==> config.mk <==
export PLATFORM = sky130hd
export DESIGN_NAME = data_mem_ctrl_flat
export DESIGN_NICKNAME = d
export VERILOG_FILES = /design/src/rtl/data_mem_ctrl_if.sv /design/src/rtl/data_mem_ctrl.sv /design/src/flat_wrapper.sv
export SDC_FILE = /design/constraint.sdc
export NUM_CORES = 1
export LEC_CHECK = 0
export BUFFER_PORTS_ARGS = -buffer_cell sky130_fd_sc_hd__buf_2
export CORE_AREA = 4 4 118 120
export CTS_CLUSTER_DIAMETER = 40
export DETAILED_ROUTE_END_ITERATION = 7
export DIE_AREA = 0 0 122 124
export PLACE_DENSITY = 0.76
export SYNTH_ARGS = -nofsm -noshare
export SYNTH_HDL_FRONTEND = slang
export SYNTH_SLANG_ARGS = --single-unit
==> constraint.sdc <==
create_clock -name clk_i -period 2.1 [get_ports clk_i]
set_clock_uncertainty 0.15 [all_clocks]
set_input_delay 0.315 -clock clk_i [delete_from_list [all_inputs] [get_ports clk_i]]
set_output_delay 0.315 -clock clk_i [all_outputs]
set_load 0.02 [all_outputs]
==> src/rtl/data_mem_ctrl_if.sv <==
// Request/response bundle between one memory master and data_mem_ctrl.
// Masters hold req until ready; rvalid is a one-cycle completion pulse carrying extended load data.
interface data_mem_ctrl_if #(
   parameter int ADDR_WIDTH = 32,
   parameter int DATA_WIDTH = 32
);
   logic                  req;
   logic                  ready;
   logic                  we;
   logic [ADDR_WIDTH-1:0] addr;
   logic [DATA_WIDTH-1:0] wdata;
   logic [1:0]            size;
   logic                  is_unsigned;
   logic                  rvalid;
   logic [DATA_WIDTH-1:0] rdata;

   modport master (
      output req, we, addr, wdata, size, is_unsigned,
      input  ready, rvalid, rdata
   );

   modport slave (
      input  req, we, addr, wdata, size, is_unsigned,
      output ready, rvalid, rdata
   );
endinterface

==> src/rtl/data_mem_ctrl.sv <==
// Two-master data RAM sequencer with sub-word RMW stores and load extension; rvalid 2 cycles after accept (3 for sub-word stores).
// One op in flight: ready only in IDLE, losers stay pending. Define MEM_CTRL_RR_EN for round-robin ties, else master 0 wins.
module data_mem_ctrl #(
   parameter int ADDR_WIDTH = 32,
   parameter int DATA_WIDTH = 32
) (
   input  logic                  clk_i,
   input  logic                  rst_ni,
   data_mem_ctrl_if.slave        m0,
   data_mem_ctrl_if.slave        m1,
   output logic                  busy_o,
   output logic                  mem_we_o,
   output logic [ADDR_WIDTH-1:0] mem_addr_o,
   output logic [DATA_WIDTH-1:0] mem_wdata_o,
   input  logic [DATA_WIDTH-1:0] mem_rdata_i
);
   typedef enum logic [1:0] {IDLE, READ, WRITE, RESP} state_e;

   state_e                state_q, state_d;
   logic                  en_q, en_d;
   logic                  we_q, we_d;
   logic [ADDR_WIDTH-1:0] addr_q, addr_d;
   logic [DATA_WIDTH-1:0] wdata_q, wdata_d;
   logic [1:0]            size_q, size_d;
   logic                  uns_q, uns_d;
   logic                  gnt_q, gnt_d;
   logic [DATA_WIDTH-1:0] buf_q, buf_d;

   logic                  accept;
   logic                  gnt_sel;
   logic [DATA_WIDTH-1:0] load_ext;
   logic [DATA_WIDTH-1:0] resp_dat;

   // en_q keeps ready low while reset is held, without using rst_ni as data
   assign accept = en_q && (state_q == IDLE) && (m0.req || m1.req);

`ifdef MEM_CTRL_RR_EN
   logic last_q, last_d;

   always_comb begin
      gnt_sel = 1'b1;
      if (m0.req) gnt_sel = m1.req ? ~last_q : 1'b0;
      last_d = accept ? gnt_sel : last_q;
   end

   always_ff @(posedge clk_i or negedge rst_ni) begin
      if (!rst_ni) last_q <= 1'b1;
      else         last_q <= last_d;
   end
`else
   assign gnt_sel = ~m0.req;
`endif

   always_comb begin
      state_d = state_q;
      en_d    = 1'b1;
      we_d    = we_q;
      addr_d  = addr_q;
      wdata_d = wdata_q;
      size_d  = size_q;
      uns_d   = uns_q;
      gnt_d   = gnt_q;
      buf_d   = buf_q;
      case (state_q)
         IDLE: begin
            if (accept) begin
               gnt_d   = gnt_sel;
               we_d    = gnt_sel ? m1.we          : m0.we;
               addr_d  = gnt_sel ? m1.addr        : m0.addr;
               wdata_d = gnt_sel ? m1.wdata       : m0.wdata;
               size_d  = gnt_sel ? m1.size        : m0.size;
               uns_d   = gnt_sel ? m1.is_unsigned : m0.is_unsigned;
               state_d = (we_d && size_d[1]) ? WRITE : READ;
            end
         end
         READ: begin
            buf_d   = mem_rdata_i;
            state_d = we_q ? WRITE : RESP;
         end
         WRITE:   state_d = RESP;
         RESP:    state_d = IDLE;
         default: state_d = IDLE;
      endcase
   end

   always_ff @(posedge clk_i or negedge rst_ni) begin
      if (!rst_ni) begin
         state_q <= IDLE;
         en_q    <= 1'b0;
         we_q    <= 1'b0;
         addr_q  <= '0;
         wdata_q <= '0;
         size_q  <= 2'b00;
         uns_q   <= 1'b0;
         gnt_q   <= 1'b0;
         buf_q   <= '0;
      end else begin
         state_q <= state_d;
         en_q    <= en_d;
         we_q    <= we_d;
         addr_q  <= addr_d;
         wdata_q <= wdata_d;
         size_q  <= size_d;
         uns_q   <= uns_d;
         gnt_q   <= gnt_d;
         buf_q   <= buf_d;
      end
   end

   // Latched fields only move on accept/READ, so these outputs hold through IDLE and RESP
   always_comb begin
      case (size_q)
         2'b00: begin
            mem_wdata_o = {buf_q[DATA_WIDTH-1:8], wdata_q[7:0]};
            load_ext    = {{(DATA_WIDTH-8){~uns_q & buf_q[7]}}, buf_q[7:0]};
         end
         2'b01: begin
            mem_wdata_o = {buf_q[DATA_WIDTH-1:16], wdata_q[15:0]};
            load_ext    = {{(DATA_WIDTH-16){~uns_q & buf_q[15]}}, buf_q[15:0]};
         end
         default: begin
            mem_wdata_o = wdata_q;
            load_ext    = buf_q;
         end
      endcase
      resp_dat = we_q ? '0 : load_ext;
   end

   assign mem_addr_o = addr_q;
   assign mem_we_o   = (state_q == WRITE);
   assign busy_o     = (state_q != IDLE);

   assign m0.ready  = accept && !gnt_sel;
   assign m1.ready  = accept &&  gnt_sel;
   assign m0.rvalid = (state_q == RESP) && !gnt_q;
   assign m1.rvalid = (state_q == RESP) &&  gnt_q;
   assign m0.rdata  = m0.rvalid ? resp_dat : '0;
   assign m1.rdata  = m1.rvalid ? resp_dat : '0;
endmodule

==> src/flat_wrapper.sv <==
// flat-port wrapper written by rule: the top's interface ports become plain ports
module data_mem_ctrl_flat 
#(
   parameter int ADDR_WIDTH = 32,
   parameter int DATA_WIDTH = 32
)
  (clk_i, rst_ni, busy_o, mem_we_o, mem_addr_o, mem_wdata_o, mem_rdata_i, m0_req, m0_we, m0_addr, m0_wdata, m0_size, m0_is_unsigned, m0_ready, m0_rvalid, m0_rdata, m1_req, m1_we, m1_addr, m1_wdata, m1_size, m1_is_unsigned, m1_ready, m1_rvalid, m1_rdata);
  data_mem_ctrl_if #(.ADDR_WIDTH(ADDR_WIDTH), .DATA_WIDTH(DATA_WIDTH)) m0_i ();
  data_mem_ctrl_if #(.ADDR_WIDTH(ADDR_WIDTH), .DATA_WIDTH(DATA_WIDTH)) m1_i ();
  input  logic clk_i;
  input  logic rst_ni;
  output logic busy_o;
  output logic mem_we_o;
  output logic [ADDR_WIDTH-1:0] mem_addr_o;
  output logic [DATA_WIDTH-1:0] mem_wdata_o;
  input  logic [DATA_WIDTH-1:0] mem_rdata_i;
  input wire logic [$bits(m0_i.req)-1:0] m0_req;
  input wire logic [$bits(m0_i.we)-1:0] m0_we;
  input wire logic [$bits(m0_i.addr)-1:0] m0_addr;
  input wire logic [$bits(m0_i.wdata)-1:0] m0_wdata;
  input wire logic [$bits(m0_i.size)-1:0] m0_size;
  input wire logic [$bits(m0_i.is_unsigned)-1:0] m0_is_unsigned;
  output wire logic [$bits(m0_i.ready)-1:0] m0_ready;
  output wire logic [$bits(m0_i.rvalid)-1:0] m0_rvalid;
  output wire logic [$bits(m0_i.rdata)-1:0] m0_rdata;
  input wire logic [$bits(m1_i.req)-1:0] m1_req;
  input wire logic [$bits(m1_i.we)-1:0] m1_we;
  input wire logic [$bits(m1_i.addr)-1:0] m1_addr;
  input wire logic [$bits(m1_i.wdata)-1:0] m1_wdata;
  input wire logic [$bits(m1_i.size)-1:0] m1_size;
  input wire logic [$bits(m1_i.is_unsigned)-1:0] m1_is_unsigned;
  output wire logic [$bits(m1_i.ready)-1:0] m1_ready;
  output wire logic [$bits(m1_i.rvalid)-1:0] m1_rvalid;
  output wire logic [$bits(m1_i.rdata)-1:0] m1_rdata;
  assign m0_i.req = m0_req;
  assign m0_i.we = m0_we;
  assign m0_i.addr = m0_addr;
  assign m0_i.wdata = m0_wdata;
  assign m0_i.size = m0_size;
  assign m0_i.is_unsigned = m0_is_unsigned;
  assign m0_ready = m0_i.ready;
  assign m0_rvalid = m0_i.rvalid;
  assign m0_rdata = m0_i.rdata;
  assign m1_i.req = m1_req;
  assign m1_i.we = m1_we;
  assign m1_i.addr = m1_addr;
  assign m1_i.wdata = m1_wdata;
  assign m1_i.size = m1_size;
  assign m1_i.is_unsigned = m1_is_unsigned;
  assign m1_ready = m1_i.ready;
  assign m1_rvalid = m1_i.rvalid;
  assign m1_rdata = m1_i.rdata;
  data_mem_ctrl #(.ADDR_WIDTH(ADDR_WIDTH), .DATA_WIDTH(DATA_WIDTH)) u_core (.clk_i(clk_i), .rst_ni(rst_ni), .m0(m0_i), .m1(m1_i), .busy_o(busy_o), .mem_we_o(mem_we_o), .mem_addr_o(mem_addr_o), .mem_wdata_o(mem_wdata_o), .mem_rdata_i(mem_rdata_i));
endmodule
[Word level (Yosys, flattened, before mapping)]
Cells that the tools add are included.
W data, S select, Z words.
Cells by class
  shift operators: 0
  eq/ne operators: 5
  multiply operators: 0
  reductions and logical operators: 13
  mux-type cells: 14
  bitwise logic cells: 4
  add/sub/neg operators: 0
  div/mod/pow operators: 0
  order comparisons: 0
Operators with widths (count)
  $mux W32: 5
  $pmux W32 S2: 2
  $pmux W2 S4: 1
  $logic_and A1 B1 Y1: 7
  $mux W2: 3
  $eq A2 B1 Y1 const B: 2
  $eq A2 B2 Y1 const B: 2
  $logic_not A2 Y1: 2
  $mux W1: 3
  $and A1 B1 Y1: 2
  $ne A2 B1 Y1 const B: 1
  $not A1 Y1: 2
  $reduce_and A2 Y1: 1
  $reduce_bool A2 Y1: 1
  $logic_not A1 Y1: 1
  $logic_or A1 B1 Y1: 1
Word-level totals
  memory bits (read-only): 0
  output and inout bits: 134
  logic and storage cells: 45
  flip-flop bits (word level): 104
  bits in latches: 0
  memory bits (writable): 0
  memories: 0

[Depth between registers and ports, before layout]
Gate-level depths: netlist (run 1).
  depth in word-level cells: 5
  depth in mapped cells: 7
  depth with buffers taken out: 5

[Worst setup path after synthesis (run 1)]
No wires, ideal clock.
  kind: register -> output
  start point: register u_core.state_q[0]
  end point: output m0_rdata[29]
  arrival time: 1.880 ns
  slack: -0.245 ns
  required time: 1.635 ns
  stages on the path, launching flop included: 7
  path buffers: 2
  path through: dfrtp_1 -> ha_1 -> nor2b_1 -> nand2b_1 -> clkbuf_1 -> clkbuf_1 -> nor3_1
On the way
  cells in the longest elaborated chain, start to end: 3
RTL lines
  start, declared: line data_mem_ctrl.sv:19  | state_e state_q, state_d;
  start signal, assigned: line data_mem_ctrl.sv:98  | state_q <= state_d;
  $eq A2 B2 Y1: line data_mem_ctrl.sv:135  | assign m0.rvalid = (state_q == RESP) && !gnt_q;
  $logic_and A1 B1 Y1: line data_mem_ctrl.sv:135
  named net m0_rvalid: line flat_wrapper.sv:24  | output wire logic [$bits(m0_i.rvalid)-1:0] m0_rvalid;
  $mux W32: line data_mem_ctrl.sv:137  | assign m0.rdata = m0.rvalid ? resp_dat : '0;
  end, declared: line flat_wrapper.sv:25  | output wire logic [$bits(m0_i.rdata)-1:0] m0_rdata;
The timed path passes the listed nets, and every way through them passes these cells.

[Worst setup path after layout (run 1)]
  start point: register u_core.state_q[0]
  end point: output m0_rdata[16]
On the way
  cells in the longest elaborated chain, start to end: 3
RTL lines (line)
  $eq A2 B2 Y1: data_mem_ctrl.sv:135
  $logic_and A1 B1 Y1: data_mem_ctrl.sv:135
  $mux W32: data_mem_ctrl.sv:137
No other way between the ends.

==> results.tsv, run 1 <==
metric	value	unit
clock transition at the registers of the reported paths	0.07	ns
Clock Tree Root	clkbuf_16	
GRT Overall Usage	23.2	%
Post-Route Utilization	64.6	%
ant diodes	0	
worst skew pair latency	0.34	ns
met1 WL	7320	microns
synth unique cells	35	
Synth top area share	46.7	%
largest area contributor in the netlist	dfrtp_1	
synthesized flop and latch total	104	
post-layout power	12.9	mW
fin crit share	107	%
starting density of the core	42.9	%
Final nets	973	
routed wl met2	9780	microns
dpl cell area	7310	sq um
routability cong.	0.793	
Mapped Area	5570	sq um
CTS Sinks	104	
worst min path class	in -> reg	
global-route wire length before repair	27300	microns
data arrival time of the critical path	1.77	ns
total negative setup slack	-4.21	ns
Max IR drop VDD	0.682	mV
Area Growth Syn to Fin	50.4	%
routed wire length	18900	microns
Place WS	0.0662	ns
vias per inst	5.47	
maximum clock path buffer count	2	
Core Rows	42	
most area-consuming cells after synthesis	dfrtp_1 (47%), a221o_1 (12%), nor3b_1 (8.9%)	
register area share after synthesis	46.7	%
Finished Cell Area	8380	sq um
failing checks	setup timing	
antenna violations before repair	2	
CTS tree	done	
layout cells sized above 1	54.8	%
worst slew pin tran	0.586	ns
H-tree depth	3	
I/O pins	306	
area of the die	15100	sq um
Fmax	447	MHz
gr ovfl total	0	
synth warn	0	
relative slew slack	61.0	%
reg-to-reg slack, setup	0.13	ns
CTS Buf Count	9	
Worst setup EP type	output pin	
FILL cells	1016	
Worst Setup EP	m0_rdata[16]	
power per cell area	1540	nW/um^2
pin count of the biggest net entering global routing	105	
syn nets	675	
CP required	1.63	ns
max layer used	met5	
Syn Area/Cell	11.2	sq um
worst setup margin	-0.138	ns
vias in the first global route	5246	
# Max-Cap Violations	0	
Die X	122	microns
reg2reg path depth	8	
RSZ-0062 raised after global routing	true	
reg2reg start	u_core.state_q[0]$_DFFE_PN0P_	
detailed-placement wirelength estimate	13300	microns
DRT iter0 DRCs	336	
wire length on met3	1370	microns
CP Launch Point	u_core.state_q[0]$_DFFE_PN0P_	
Final Hold Vio Count	0	
1st-pass router iterations	4	
post-layout min period	2.24	ns
CP Max Fanout	12	
die height	124	microns
Hold Slack	0.0390	ns
Finish-stage setup viols	57	
Static Leak	3.99	nW
# port buffers	305	
Residual DRC	0	
Placed Cells	942	
Final Non-Filler Cells	976	
crit path kind	reg -> out	
outcome	finished, violations left	
vias	5335	
WL per Instance	19.4	microns
Mapped Cells	498	
core area	13000	sq um
r2r endpoint	u_core.size_q[0]$_DFFE_PN0P_	
post-route ant nets	0	
startpoint types	flip-flop	
Slew Limit Fails	0	
-- Yosys cell counts (all sizes together) --
master and instances:
nand2b 2, nor3b 66, clkbuf 12, a21oi 9
nor2 19, nor2b 19, o21ai 3, buf 46
a221o 66, and3 1, nand3b 1, mux2 50
nand2 27, mux2i 2, or2 1, a31oi 2
inv 4, conb 1, nor4b 1, and3b 1
o21a 1, o2111ai 1, nand3 2, o211ai 2
dfrtp 104, ha 5, a21o 1, nor3 32
and2 17
-- flip-flops by register name (all words and copies together) (netlist names) --
register           count
u_core.mem_addr_o     32
u_core.gnt_q           1
u_core.state_q         2
u_core.en_q            1
u_core.size_q          2
u_core.buf_q          32
u_core.uns_q           1
u_core.wdata_q        32
u_core.we_q            1
-- critical path: stages, from the launching register on --
cell and delay [ns]:
dfrtp_1 0.37, ha_2 0.19, nor2b_4 0.20, nand2b_4 0.11, buf_12 0.17, nor3_1 0.19, buf_2 0.20
-- layout make-up --
type / count / area [sq um] / area share (%)
multi-input cells: 332 / 2920 / 34.9
clock inverters: 4 / 45.0 / 0.537
inverters: 4 / 20.0 / 0.239
well taps: 176 / 220 / 2.63
clock buffers: 11 / 243 / 2.90
repair buffers: 345 / 2320 / 27.7
flip-flops and latches: 104 / 2600 / 31.1
-- cell families (layout without fill, tap and decap cells) --
group / after synthesis / in the layout / share of synthesized area [%]
adder cells (fa/ha/maj): 5 / 5 / 1.12
other: 1 / 1 / 0.0673
flip-flops: 104 / 104 / 46.7
multiplexers: 52 / 52 / 10.5
buffers and inverters: 62 / 364 / 6.85
AO/OA/AOI/OAI: 85 / 85 / 14.5
AND/OR/NAND/NOR: 189 / 189 / 20.3
-- cells in the final DEF, fill, tap and decap left out, types with 6 or more instances in the layout --
master | netlist | layout
a21oi_2 | 9 | 6
nor3b_1 | 66 | 66
nand2_1 | 27 | 27
a221o_1 | 66 | 66
nor3_1 | 32 | 7
buf_12 | 0 | 10
buf_6 | 5 | 32
mux2_1 | 38 | 37
and2_4 | 0 | 16
mux2_2 | 12 | 12
nor2b_1 | 19 | 16
nor3_4 | 0 | 10
nor3_2 | 0 | 15
buf_2 | 20 | 243
dfrtp_1 | 104 | 103
clkbuf_16 | 0 | 11
nor2_1 | 19 | 16
buf_4 | 11 | 53
-- power breakdown --
| part | internal (mW) | switching (mW) |
|---|---|---|
| Combinational | 3.44 | 4.00 |
| Clock | 0.945 | 0.712 |
| Sequential | 2.99 | 0.800 |
-- how the worst min path moves through the flow --
stage	from	end	slack, ns	cells past startpoint
floorplan	rst_ni	u_core.buf_q[0]$_DFFE_PN0N_	-0.13	0
global placement	rst_ni	u_core.mem_addr_o[29]$_DFFE_PN0P_	0.27	2
CTS	mem_rdata_i[2]	u_core.buf_q[2]$_DFFE_PN0N_	0.03	2
finish	mem_rdata_i[1]	u_core.buf_q[1]$_DFFE_PN0N_	0.04	2
detailed placement	rst_ni	u_core.mem_addr_o[30]$_DFFE_PN0P_	0.28	2
global route	mem_rdata_i[26]	u_core.buf_q[26]$_DFFE_PN0N_	0.04	2
-- what timing repair did --
item                                   in CTS  in global routing
hold buffers                                1                  0
gates resized for setup                    83                 80
setup endpoints to repair                  84                 69
endpoints found under the hold margin     104                  0
cloned                                      3                  2
pin swaps                                  21                 30
setup buffers                               8                  7
-- routing by layer --
metal | track usage (%) | up-vias
met5 | 0 | -
met4 | 6.58 | 4
met3 | 5.36 | 34
met2 | 41.1 | 231
met1 | 28.4 | 2634
li1 | - | 2432
No activity file was read; power rests on OpenSTA's default activity.
==> inputs of run 2 (changes only) <==
==> constraint.sdc (replaced) <==
create_clock -name clk_i -period 2.19 [get_ports clk_i]
set_clock_uncertainty 0.15 [all_clocks]
set_input_delay 0.3285 -clock clk_i [delete_from_list [all_inputs] [get_ports clk_i]]
set_output_delay 0.3285 -clock clk_i [all_outputs]
set_load 0.02 [all_outputs]
==> run 2 against run 1 <==
- the run still ends with setup timing left
- final cell count down 1.3%
- non-clock buffer count fell by 15
- utilization is 1.3 points lower
- global-route usage decreased by 0.78 points
- via count is 0.45% lower
- sequential share of layout area is 0.66 points higher
- critical path type unchanged
- largest cell class unchanged
- critical path depth stayed put
- first-iteration DRC count fell by 4.5%
- die area is the same
- largest power group unchanged
- wire length about the same
==> results.tsv, run 2 (same netlist as run 1, synthesis figures left out) <==
metric	value	unit
Clock Tree Root	clkbuf_16	
Static Leak	3.87	nW
maximum clock path buffer count	2	
vias	5311	
Place WS	0.116	ns
GR peak layer	met2	
reg-to-reg slack, setup	0.27	ns
GRT Overall Usage	22.4	%
layout cells sized above 1	53.9	%
I/O pins	306	
# Max-Cap Violations	0	
Final nets	958	
relative slew slack	62.6	%
CTS tree	done	
worst setup margin	-0.0779	ns
Int Power	6.71	mW
Core Rows	42	
Area Growth Syn to Fin	47.4	%
startpoint types	flip-flop	
Clock power frac	12.9	%
r2r endpoint	u_core.mem_addr_o[9]$_DFFE_PN0P_	
H-tree depth	3	
CP required	1.71	ns
pin count of the biggest net entering global routing	105	
worst skew pair latency	0.34	ns
fin crit share	104	%
worst slew pin tran	0.561	ns
M2 GR Usage	38.7	%
reg2reg start	u_core.state_q[0]$_DFFE_PN0P_	
Psw	5.27	mW
# port buffers	305	
most frequent cells in the layout	buf_2 (241), dfrtp_1 (101), nor3b_1 (66), a221o_1 (66), buf_4 (50)	
starting density of the core	42.9	%
post-layout min period	2.27	ns
Worst setup EP type	output pin	
Sequential Power Share	30.4	%
CP cell instances	ha_2 -> nor2b_4 -> nand2b_4 -> buf_12 -> nor3_1 -> buf_2	
1st-pass router iterations	4	
worst hold path depth	2	
Slew Limit Fails	0	
worst min path class	in -> reg	
Crit path buffers/inverters	2	
Final Hold Vio Count	0	
failing checks	setup timing	
die height	124	microns
dpl cell area	7240	sq um
M3 GR Usage	4.72	%
routed wire length	18900	microns
Finished Cell Area	8220	sq um
crit path max-delay cell type	dfrtp_1	
Residual DRC	0	
Fmax	441	MHz
Die X	122	microns
Top delay family on crit path	simple AND/OR/NAND/NOR gates	
reg2reg path depth	7	
worst stage delay on the critical path	0.38	ns
vias in the first global route	5059	
vias per inst	5.52	
CP Max Fanout	12	
outcome	finished, violations left	
min-delay src	mem_rdata_i[8]	
global-route wire length before repair	26500	microns
power per cell area	1460	nW/um^2
detailed-placement wirelength estimate	13400	microns
data arrival time of the critical path	1.79	ns
commonest non-fill, non-tap cell in the layout	buf_2	
gr ovfl total	0	
WHS Endpoint	u_core.buf_q[8]$_DFFE_PN0N_	
Max IR drop VDD	0.687	mV
RSZ-0062 raised after global routing	true	
Sw Share	44.0	%
Combinational Power Share	56.7	%
crit path kind	reg -> out	
CTS Buf Count	9	
Finish-stage setup viols	33	
clock transition at the registers of the reported paths	0.08	ns
DRT iter0 DRCs	321	
area of the die	15100	sq um
post-route ant nets	0	
post-layout power	12.0	mW
met1 Use GR	28.0	%
core area	13000	sq um
antenna violations before repair	0	
routability cong.	0.836	
CTS Sinks	104	
WL per Instance	19.6	microns
run 2: cell count changes in the layout (fill, tap and decap cells not counted), moves of 3 or more:
cell,change
and2_1,+6
and2_4,-6
buf_16,-3
buf_4,-3
buf_6,-9
inv_6,+3
nor3_1,-5
nor3_2,+4
run 2: what timing repair did:
action                                  4_1_cts  5_1_grt
endpoints found under the setup margin       73       71
cloned                                        0        5
endpoints found under the hold margin       104        0
resized for setup                            22      129
hold buffers                                  1        0
buffers inserted                              2        3
pin swaps                                     0       32
run 2: worst max-delay path by stage:
stage	startpoint	endpoint	slack [ns]	cells past startpoint
after detailed placement	u_core.state_q[0]$_DFFE_PN0P_	m0_rdata[5]	0.12	5
after CTS	u_core.state_q[0]$_DFFE_PN0P_	m1_rdata[27]	-0.07	6
after global placement	u_core.state_q[1]$_DFFE_PN0P_	m0_rdata[0]	0.23	5
after floorplan	u_core.state_q[0]$_DFFE_PN0P_	m0_rdata[19]	0.02	6
final	u_core.state_q[0]$_DFFE_PN0P_	m0_rdata[18]	-0.08	6
after global routing	u_core.state_q[0]$_DFFE_PN0P_	m0_rdata[18]	-0.16	6
run 2: power groups by stage:
stage	registers [mW]	logic, mW	clock network (mW)
final	3.64	6.79	1.55
after global routing	3.74	7.21	1.67
after detailed placement	3.61	5.76	0
after CTS	3.61	5.90	1.59
after global placement	3.58	5.58	0
after floorplan	3.71	3.83	0
run 2: stage by stage:
stage	util (%)	cells	hold WS [ns]	setup TNS, ns
after global placement	55.7	935	0.286	0
final	63.3	963	0.0436	-0.831
after CTS	58.7	954	0.0329	-1.07
after global routing	63.3	962	0.0407	-4.12
after floorplan	-	498	-0.117	0
after detailed placement	55.7	935	0.293	0
run 2: area by class of cell:
cell class / count / area [sq um]
multi-input combinational: 332 / 2920
timing repair buffer: 330 / 2170
fill: 1031 / 4760
inverter: 4 / 15.0
antenna: 1 / 2.50
tap: 176 / 220
clock buffer: 10 / 239
sequential: 104 / 2610
clock inverter: 6 / 47.5
run 2: per-layer routing:
metal	wire length, microns	vias up
met5	0	-
met4	419	0
met1	7310	2605
met2	9870	256
li1	-	2411
met3	1300	39
